## src/rtl/rv32i_inst_encoder.sv

```systemverilog
// Streaming RV32I instruction encoder: packs field bundles into instruction words and writes them
// to sequential imem addresses through a 2-entry pipeline. Define RV_ENC_CHECK_EN to reject illegal bundles.
module rv32i_inst_encoder #(
  parameter int ADDR_W = 10,
  parameter logic [ADDR_W-1:0] BASE_ADDR = {ADDR_W{1'b0}}
) (
  input  logic              clk,
  input  logic              rst,
  input  logic              clear,
  input  logic              in_valid,
  output logic              in_ready,
  input  logic [2:0]        in_fmt,
  input  logic [6:0]        in_opcode,
  input  logic [2:0]        in_funct3,
  input  logic [6:0]        in_funct7,
  input  logic [4:0]        in_rd,
  input  logic [4:0]        in_rs1,
  input  logic [4:0]        in_rs2,
  input  logic [31:0]       in_imm,
  output logic              imem_we,
  output logic [ADDR_W-1:0] imem_addr,
  output logic [31:0]       imem_wdata,
  input  logic              imem_ready,
  output logic [ADDR_W:0]   count,
  output logic              full,
  output logic              err,
  output logic [7:0]        err_count
);

  localparam logic [ADDR_W:0]   CAP   = {1'b1, {ADDR_W{1'b0}}};
  localparam logic [ADDR_W+1:0] CAP_X = {2'b01, {ADDR_W{1'b0}}};

  function automatic logic [31:0] pack_word(
    input logic [2:0] fmt, input logic [6:0] op, input logic [2:0] f3, input logic [6:0] f7,
    input logic [4:0] rd, input logic [4:0] rs1, input logic [4:0] rs2, input logic [31:0] imm);
    logic [31:0] w;
    case (fmt)
      3'd1: begin
        // Shift-immediates carry funct7 above the 5-bit shamt
        if (op == 7'b0010011 && (f3 == 3'b001 || f3 == 3'b101)) begin
          w = {f7, imm[4:0], rs1, f3, rd, op};
        end else begin
          w = {imm[11:0], rs1, f3, rd, op};
        end
      end
      3'd2:    w = {imm[11:5], rs2, rs1, f3, imm[4:0], op};
      3'd3:    w = {imm[12], imm[10:5], rs2, rs1, f3, imm[4:1], imm[11], op};
      3'd4:    w = {imm[31:12], rd, op};
      3'd5:    w = {imm[20], imm[10:1], imm[11], imm[19:12], rd, op};
      default: w = {f7, rs2, rs1, f3, rd, op};
    endcase
    return w;
  endfunction

  logic        e_valid_r;
  logic [31:0] e_word_r;
  logic        e_adv_s;
  logic        commit_s;
  logic        accept_s;
  logic        illegal_s;
  logic        room_s;
  logic [1:0]  inflight_s;
  logic [ADDR_W:0] count_nxt_s;

  // Handshake, advance and capacity decisions for the current cycle
  always_comb begin
    e_adv_s     = e_valid_r && (!imem_we || imem_ready);
    commit_s    = imem_we && imem_ready;
    inflight_s  = {1'b0, e_valid_r} + {1'b0, imem_we};
    room_s      = ({1'b0, count} + {{ADDR_W{1'b0}}, inflight_s}) < CAP_X;
    in_ready    = !rst && !clear && (!e_valid_r || e_adv_s) && room_s;
    accept_s    = in_valid && in_ready;
    count_nxt_s = commit_s ? (count + (ADDR_W+1)'(1'b1)) : count;
  end

  // Encode (E) and output (O) stages plus address/count bookkeeping
  always_ff @(posedge clk) begin
    if (rst) begin
      e_valid_r  <= 1'b0;
      e_word_r   <= 32'd0;
      imem_we    <= 1'b0;
      imem_addr  <= BASE_ADDR;
      imem_wdata <= 32'd0;
      count      <= {(ADDR_W+1){1'b0}};
      full       <= 1'b0;
    end else if (clear) begin
      e_valid_r  <= 1'b0;
      imem_we    <= 1'b0;
      imem_addr  <= BASE_ADDR;
      count      <= {(ADDR_W+1){1'b0}};
      full       <= 1'b0;
    end else begin
      if (commit_s) begin
        imem_addr <= imem_addr + ADDR_W'(1'b1);
      end
      count <= count_nxt_s;
      full  <= (count_nxt_s == CAP);
      if (e_adv_s) begin
        imem_we    <= 1'b1;
        imem_wdata <= e_word_r;
      end else if (commit_s) begin
        imem_we <= 1'b0;
      end
      // Illegal bundles are consumed here and never enter the pipeline
      if (accept_s && !illegal_s) begin
        e_valid_r <= 1'b1;
        e_word_r  <= pack_word(in_fmt, in_opcode, in_funct3, in_funct7,
                               in_rd, in_rs1, in_rs2, in_imm);
      end else if (e_adv_s) begin
        e_valid_r <= 1'b0;
      end
    end
  end

`ifdef RV_ENC_CHECK_EN
  function automatic logic bundle_illegal(
    input logic [2:0] fmt, input logic [6:0] op, input logic [31:0] imm);
    logic bad;
    logic is_i_s;
    logic is_b;
    logic is_j;
    is_i_s = (fmt == 3'd1) || (fmt == 3'd2);
    is_b   = (fmt == 3'd3);
    is_j   = (fmt == 3'd5);
    bad = (fmt > 3'd5) || (op[1:0] != 2'b11);
    bad = bad || ((is_b || is_j) && imm[0]);
    bad = bad || (is_i_s && imm[31:11] != {21{1'b0}} && imm[31:11] != {21{1'b1}});
    bad = bad || (is_b && imm[31:12] != {20{1'b0}} && imm[31:12] != {20{1'b1}});
    bad = bad || (is_j && imm[31:20] != {12{1'b0}} && imm[31:20] != {12{1'b1}});
    return bad;
  endfunction

  assign illegal_s = bundle_illegal(in_fmt, in_opcode, in_imm);

  // Sticky error flag and saturating count; survives clear
  always_ff @(posedge clk) begin
    if (rst) begin
      err       <= 1'b0;
      err_count <= 8'd0;
    end else if (accept_s && illegal_s) begin
      err <= 1'b1;
      if (err_count != 8'hFF) begin
        err_count <= err_count + 8'd1;
      end
    end
  end
`else
  assign illegal_s = 1'b0;
  assign err       = 1'b0;
  assign err_count = 8'd0;
`endif

endmodule

```

## config.mk

```make
export PLATFORM = sky130hd
export DESIGN_NAME = rv32i_inst_encoder
export DESIGN_NICKNAME = d
export VERILOG_FILES = /design/src/rtl/rv32i_inst_encoder.sv
export SDC_FILE = /design/constraint.sdc
export NUM_CORES = 1
export LEC_CHECK = 0
export BUFFER_PORTS_ARGS = -buffer_cell sky130_fd_sc_hd__buf_2
export CORE_ASPECT_RATIO = 1.1
export CORE_MARGIN = 2
export CORE_UTILIZATION = 40
export DETAILED_ROUTE_END_ITERATION = 12
export GPL_ROUTABILITY_DRIVEN = 0
export GPL_TIMING_DRIVEN = 0
export PLACE_DENSITY = 0.71
export SLEW_MARGIN = 20
export SYNTH_ARGS = -nofsm -noshare
export SYNTH_HDL_FRONTEND = slang
export SYNTH_SLANG_ARGS = --single-unit
```

## constraint.sdc

```tcl
create_clock -name clk -period 2.1 [get_ports clk]
set_input_delay 0.105 -clock clk [delete_from_list [all_inputs] [get_ports clk]]
set_output_delay 0.105 -clock clk [all_outputs]
set_load 0.005 [all_outputs]
```

==> flow_summary.yaml, run 1 <==
run_status:
  outcome: "complete, no violations"
detailed_routing:
  vias_per_cell: 5.04
  drt_iter0_markers: 131
  finalWirelength_um: 10100
  firstDrtPassIters: 4
  detail-route-antenna-nets: 0
  wl_per_cell_um: 13.2
  vias: 3874
  route.detailed.drc: 0
worst_setup_path:
  critPathLaunch: "in_opcode[6]"
  r2r_cells: 7
  critPathArrivalTime_ns: 2.20
  crit_path_start_kind: "input port"
  path_class: "input port to flip-flop"
  path_max_fanout: 6
  path_cells: "dlygate4sd3_1, buf_2, or4b_4, nor4_4, a21oi_2, a221oi_1, a211oi_1"
  crit_end: "e_word_r[28]$_SDFFE_PP0P_"
  path_depth: 7
  cp.required_ns: 2.32
  r2r_slack_ns: 0.16
  rr_endpoint: "e_word_r[31]$_SDFFE_PP0P_"
  reg2reg_from: "count[0]$_SDFF_PP0_"
  critPathTopFamily: "simple AND/OR/NAND/NOR gates"
  cp_slowest_cell: "dlygate4sd3_1"
  max_stage_delay_ns: 0.53
  cp-end-kind: "flip-flop"
  crit_buf_inv: 2
logic_synthesis:
  synth_top_family_by_area: "simple AND/OR/NAND/NOR gates"
  synth-xor-area-share_pct: 4.38
  ys_top_cells_by_count: "nand2_1, dfxtp_1, nor2_1, a21oi_1, clkbuf_1"
  synthAdderAreaFrac_pct: 0.940
  synth_seq_cells: 88
  synth_mux_area_share_pct: 4.29
  synth-edff-count: 0
  synth_compound_area_share_pct: 17.4
  synthArstFlopShare_pct: 0
  synthFlopType: "dfxtp_1"
  yosysSeqAreaShare_pct: 44.1
  syn_area_mm2: 0.00400
  yosysMostFrequentCell: "nand2_1"
  synth_simple_gate_area_share_pct: 23.0
  yosysTopAreaCell: "dfxtp_1"
  avgSynthCellArea_um2: 8.10
  netlist.area_leader.share_pct: 44.1
  synth_cell_type_count: 46
  ys_warn_count: 0
  synthCells: 493
  synthTopCellsByArea: "dfxtp_1, nand2_1, a21oi_1, nor2_1, mux2i_1"
layout:
  diodes: 0
  final_nets: 719
  area_growth_pct: 27.0
  final_area_mm2: 0.00507
  nFillCells: 949
  layout-drive-gt1-share_pct: 26.5
floorplan:
  ios: 137
  die_area_mm2: 0.0108
  die_h_um: 109
  initial_core_util_pct: 40.8
  rows: 38
  die_w_um: 99.3
  coreArea_mm2: 0.00979
cts:
  numCtsBuffers: 9
  tritoncts: "built"
  cts_buffer_depth: 2
  clkTransAtPathRegs_ns: 0.08
  root_buffer: "clkbuf_8"
  cts_setup_buffers: 0
  htreeDepth: 3
  clk_latency_ns: 0.35
  cts.sinks: 88
place:
  place_hpwl_um: 7880
  place_area_mm2: 0.00481
  io_buffers: 127
sta:
  drv_slew: 0
  period_needed_ns: 1.98
  skew_ns: 0.00849
  fin_crit_sh_pct: 94.2
  tns_ns: 0
  grt_setup_unrepaired: "false"
  relSlewSlack_pct: 50.6
  fmax_mhz: 506
  max_slew.worst_pin.slew_ns: 0.739
  setup_viol: 0
  hold_viol_final: 0
global_route:
  grt_max_degree: 14
  gr-usage-all-layers_pct: 19.3
  grt_pass1_vias: 3589
  grt_pass1_wl_um: 16800
  antenna_found_initial: 0
  grt-ovfl-total: 0
power:
  irDropWorstVdd_mv: 0.263
  seqPwrFrac_pct: 54.2
  combPwrFrac_pct: 10.1
  sw_frac_of_total_pct: 23.5
  power.density_mw_per_mm2: 623
  p_int_w: 0.00242
  p_clk_share_pct: 35.7
  p_sw_w: 0.000741
  leakagePower_nw: 2.19
job:
  maxCapViolCount: 0
min_path:
  hold_class: "input port to flip-flop"
## worst min-delay path by stage
stage / startpoint / end / slack, ns / cells past startpoint
floorplan: in_opcode[0] / e_word_r[0]$_SDFFE_PP0P_ / 0.24 / 2
global placement: in_opcode[4] / e_word_r[4]$_SDFFE_PP0P_ / 0.36 / 3
detailed placement: in_opcode[4] / e_word_r[4]$_SDFFE_PP0P_ / 0.36 / 3
CTS: in_opcode[2] / e_word_r[2]$_SDFFE_PP0P_ / 0.01 / 3
global route: in_opcode[2] / e_word_r[2]$_SDFFE_PP0P_ / 0.02 / 3
finish: in_opcode[2] / e_word_r[2]$_SDFFE_PP0P_ / 0.04 / 3
## worst min-delay path, delay by kind of cell
family	cells	cell delay [ns]
buf+inv	1	0.13
simple gates	1	0.06
compound gates	1	0.05
## power by group through the flow
stage	clock, W	combinational [W]	sequential, W
finish	0.00113	0.000319	0.00171
global route	0.00124	0.000359	0.00172
CTS	0.00116	0.000315	0.00171
detailed placement	0	0.000306	0.00175
global placement	0	0.000300	0.00175
floorplan	0	0.000181	0.00175
## registers in the layout, indices dropped and copies added, names as in the netlist
register    flops
count          11
e_valid_r       1
e_word_r       32
full            1
imem_addr      10
imem_wdata     32
imem_we         1
## final cells by class
type                    instances  area (um^2)  area share, %
inverters                       4         15.0          0.296
flip-flops and latches         88         1760           34.7
repair buffers                133          696           13.7
clock inverters                 3         42.5          0.839
clock buffers                  12          145           2.86
plain buffers                  44          218           4.29
well taps                     120          150           2.96
multi-input cells             364         2040           40.3
## cell usage in the layout, fill, tap and decap left out, types with 2 or more instances in the layout
cell | Yosys | final
and3_1 | 10 | 10
nor3_1 | 6 | 6
nor2b_1 | 3 | 3
conb_1 | 1 | 9
nand3_1 | 9 | 9
buf_4 | 11 | 11
nand4_1 | 2 | 2
a21oi_1 | 50 | 49
xnor2_1 | 12 | 12
nor2_1 | 53 | 52
or2_2 | 4 | 4
nand2b_1 | 2 | 2
ha_1 | 3 | 3
dfxtp_1 | 88 | 88
xor2_1 | 8 | 8
and2_1 | 2 | 2
clkbuf_1 | 27 | 24
clkbuf_8 | 0 | 10
nand2_1 | 104 | 104
o21ai_0 | 8 | 8
o22ai_1 | 3 | 3
clkbuf_2 | 1 | 5
a221oi_1 | 18 | 18
buf_1 | 2 | 2
nor4_1 | 3 | 2
a22oi_1 | 4 | 4
dlygate4sd3_1 | 0 | 6
inv_1 | 3 | 3
mux2i_1 | 16 | 16
a211oi_1 | 18 | 18
a211o_1 | 2 | 2
buf_2 | 4 | 131
## routing by layer
layer	global-route usage [%]	vias to the layer above	wire, um	part of all wire [%]
met5	0	-	0	0
met4	6.56	0	144	1.4
met3	4.55	11	661	6.5
met2	33.5	148	4870	48
met1	23.5	1731	4440	44
li1	-	1984	-	-
## stage by stage
step | instances | total power, W | worst slack, ns | util [%] | hold slack (ns)
2_1_floorplan | 501 | 0.00193 | 0.329 | - | 0.241
3_3_place_gp | 748 | 0.00205 | -0.00885 | 49.1 | 0.363
3_5_place_dp | 748 | 0.00206 | -0.0279 | 49.1 | 0.363
4_1_cts | 769 | 0.00319 | 0.0244 | 51.7 | 0.0111
5_1_grt | 768 | 0.00331 | 0.00676 | 51.8 | 0.0182
6_report | 768 | 0.00316 | 0.123 | 51.8 | 0.0376
## kinds of logic after synthesis
| group | after synthesis |
|---|---|
| AOI/OAI and AO/OA | 108 |
| buffers and inverters | 49 |
| other | 1 |
| adders and majority gates | 3 |
| and+or+nand+nor | 207 |
| xor gates and xnor gates | 20 |
| muxes | 17 |
| DFF | 88 |
## timing repair
| item | in CTS | in global routing |
|---|---|---|
| pin swaps | 0 | 1 |
| hold buffers | 6 | 0 |
| gates resized for setup | 2 | 8 |
| setup endpoints to repair | 10 | 31 |
| hold endpoints to repair | 6 | 0 |
No activity file was read; power rests on OpenSTA's default activity.
==> run 2, diff against run 1 <==
--- a/config.mk
+++ b/config.mk
@@ -7,7 +7,6 @@
 export LEC_CHECK = 0
 export BUFFER_PORTS_ARGS = -buffer_cell sky130_fd_sc_hd__buf_2
 export CORE_ASPECT_RATIO = 1.1
-export CORE_MARGIN = 2
 export CORE_UTILIZATION = 40
 export DETAILED_ROUTE_END_ITERATION = 12
 export GPL_ROUTABILITY_DRIVEN = 0
==> flow_summary.yaml, run 2 (synthesis results as in run 1) <==
cts:
  tritoncts: "built"
  cts_setup_buffers: 0
  htreeDepth: 3
  cts.sinks: 88
  numCtsBuffers: 9
  clkTransAtPathRegs_ns: 0.09
  root_buffer: "clkbuf_8"
  cts_buffer_depth: 2
  clk_latency_ns: 0.36
layout:
  final_common_cell: "buf_2"
  layout-drive-gt1-share_pct: 27.3
  final_nets: 718
  top_regs: "e_word_r: 32 flops, imem_wdata: 32 flops, count: 11 flops"
  diodes: 0
  layout_common_cells: "buf_2, nand2_1, dfxtp_1"
  area_growth_pct: 26.9
  nFillCells: 930
global_route:
  gr-usage-all-layers_pct: 19.9
  grt_max_degree: 19
  grt_pass1_wl_um: 16800
  grt-ovfl-total: 0
  grt_pass1_vias: 3640
  antenna_found_initial: 0
detailed_routing:
  firstDrtPassIters: 5
  wl_per_cell_um: 13.6
  finalWirelength_um: 10400
  detail-route-antenna-nets: 0
  vias: 3949
  vias_per_cell: 5.16
  drt_iter0_markers: 129
  route.detailed.drc: 0
sta:
  holdWs_ns: 0.00382
  fmax_mhz: 495
  setup_viol: 0
  drv_slew: 0
  skew_ns: 0.0128
  hold_viol_final: 0
  tns_ns: 0
  period_needed_ns: 2.02
  fin_crit_sh_pct: 96.3
  grt_setup_unrepaired: "false"
worst_setup_path:
  path_max_fanout: 6
  crit_end: "e_word_r[27]$_SDFFE_PP0P_"
  path_cells: "dlygate4sd3_1, buf_2, or4b_4, nor4_4, a21oi_2, a221oi_1, a211oi_1"
  r2r_slack_ns: 0.19
  reg2reg_from: "count[0]$_SDFF_PP0_"
  max_stage_delay_ns: 0.52
  r2r_cells: 7
  critPathLaunch: "in_opcode[4]"
  path_class: "input port to flip-flop"
  crit_path_start_kind: "input port"
  rr_endpoint: "e_word_r[31]$_SDFFE_PP0P_"
  cp_slowest_cell: "dlygate4sd3_1"
  crit_buf_inv: 2
  cp.required_ns: 2.33
  cp-end-kind: "flip-flop"
  critPathTopFamily: "simple AND/OR/NAND/NOR gates"
  path_depth: 7
  critPathArrivalTime_ns: 2.25
run_status:
  outcome: "complete, no violations"
power:
  power_w: 0.00317
  power.density_mw_per_mm2: 626
  leakagePower_nw: 2.20
  irDropWorstVdd_mv: 0.265
place:
  io_buffers: 127
  place_hpwl_um: 8110
min_path:
  hold_class: "input port to flip-flop"
floorplan:
  die_area_mm2: 0.0104
  ios: 137
  die_h_um: 107
  coreArea_mm2: 0.00954
  rows: 37
  die_w_um: 97.3
  initial_core_util_pct: 41.9
job:
  maxCapViolCount: 0
## run 2: layer usage
layer	wire length, um	global-route usage [%]
met3	654	3.72
met4	107	5.46
met2	5100	35.4
met1	4530	24.7
met5	0	0
## run 2: how the worst min path moves through the flow
stage / cells past startpoint / endpoint / from / slack, ns
final: 3 / e_word_r[0]$_SDFFE_PP0P_ / in_opcode[0] / 0.004
after global routing: 3 / e_word_r[0]$_SDFFE_PP0P_ / in_opcode[0] / 0.01
after CTS: 3 / e_word_r[0]$_SDFFE_PP0P_ / in_opcode[0] / 0.004
after detailed placement: 3 / e_word_r[1]$_SDFFE_PP0P_ / in_opcode[1] / 0.37
after global placement: 3 / e_word_r[0]$_SDFFE_PP0P_ / in_opcode[0] / 0.36
after floorplan: 2 / e_word_r[0]$_SDFFE_PP0P_ / in_opcode[0] / 0.24
## run 2: stage by stage
step / setup WS [ns] / utilization [%] / cells / area (um^2)
after global placement: -0.0130 / 50.4 / 745 / 4810
final: 0.0781 / 53.2 / 765 / 5070
after global routing: 0.0145 / 53.2 / 765 / 5070
after CTS: 0.0144 / 53.0 / 766 / 5060
after floorplan: 0.329 / - / 501 / 4030
after detailed placement: -0.0769 / 50.4 / 745 / 4810
## run 2: area by class of cell
class                           instances  area [um^2]  share of cell area (%)
Tap cell                              117          146                    2.89
Sequential cell                        88         1760                    34.7
Timing Repair Buffer                  132          686                    13.5
Clock inverter                          7         70.1                    1.38
Clock buffer                            9          124                    2.44
Inverter                                4         15.0                   0.296
Buffer                                 44          219                    4.32
Multi-Input combinational cell        364         2050                    40.4
## run 2: report_power, final
group / total (W) / switching, W / internal [W]
clock: 0.00114 / 0.000670 / 0.000467
combinational: 0.000324 / 0.000179 / 0.000145
sequential: 0.00171 / 0.0000146 / 0.00170
total: 0.00317 / 0.000863 / 0.00231
## run 2: worst min-delay path, stage by stage
cell	delay, ns
buf_2	0.11
nand2_1	0.05
a21oi_1	0.05
## run 2: what timing repair did
action | in CTS | in global routing
endpoints found under the setup margin | 12 | 56
hold endpoints to repair | 5 | 0
resized for setup | 2 | 11
pin swaps | 0 | 1
hold buffers | 5 | 0
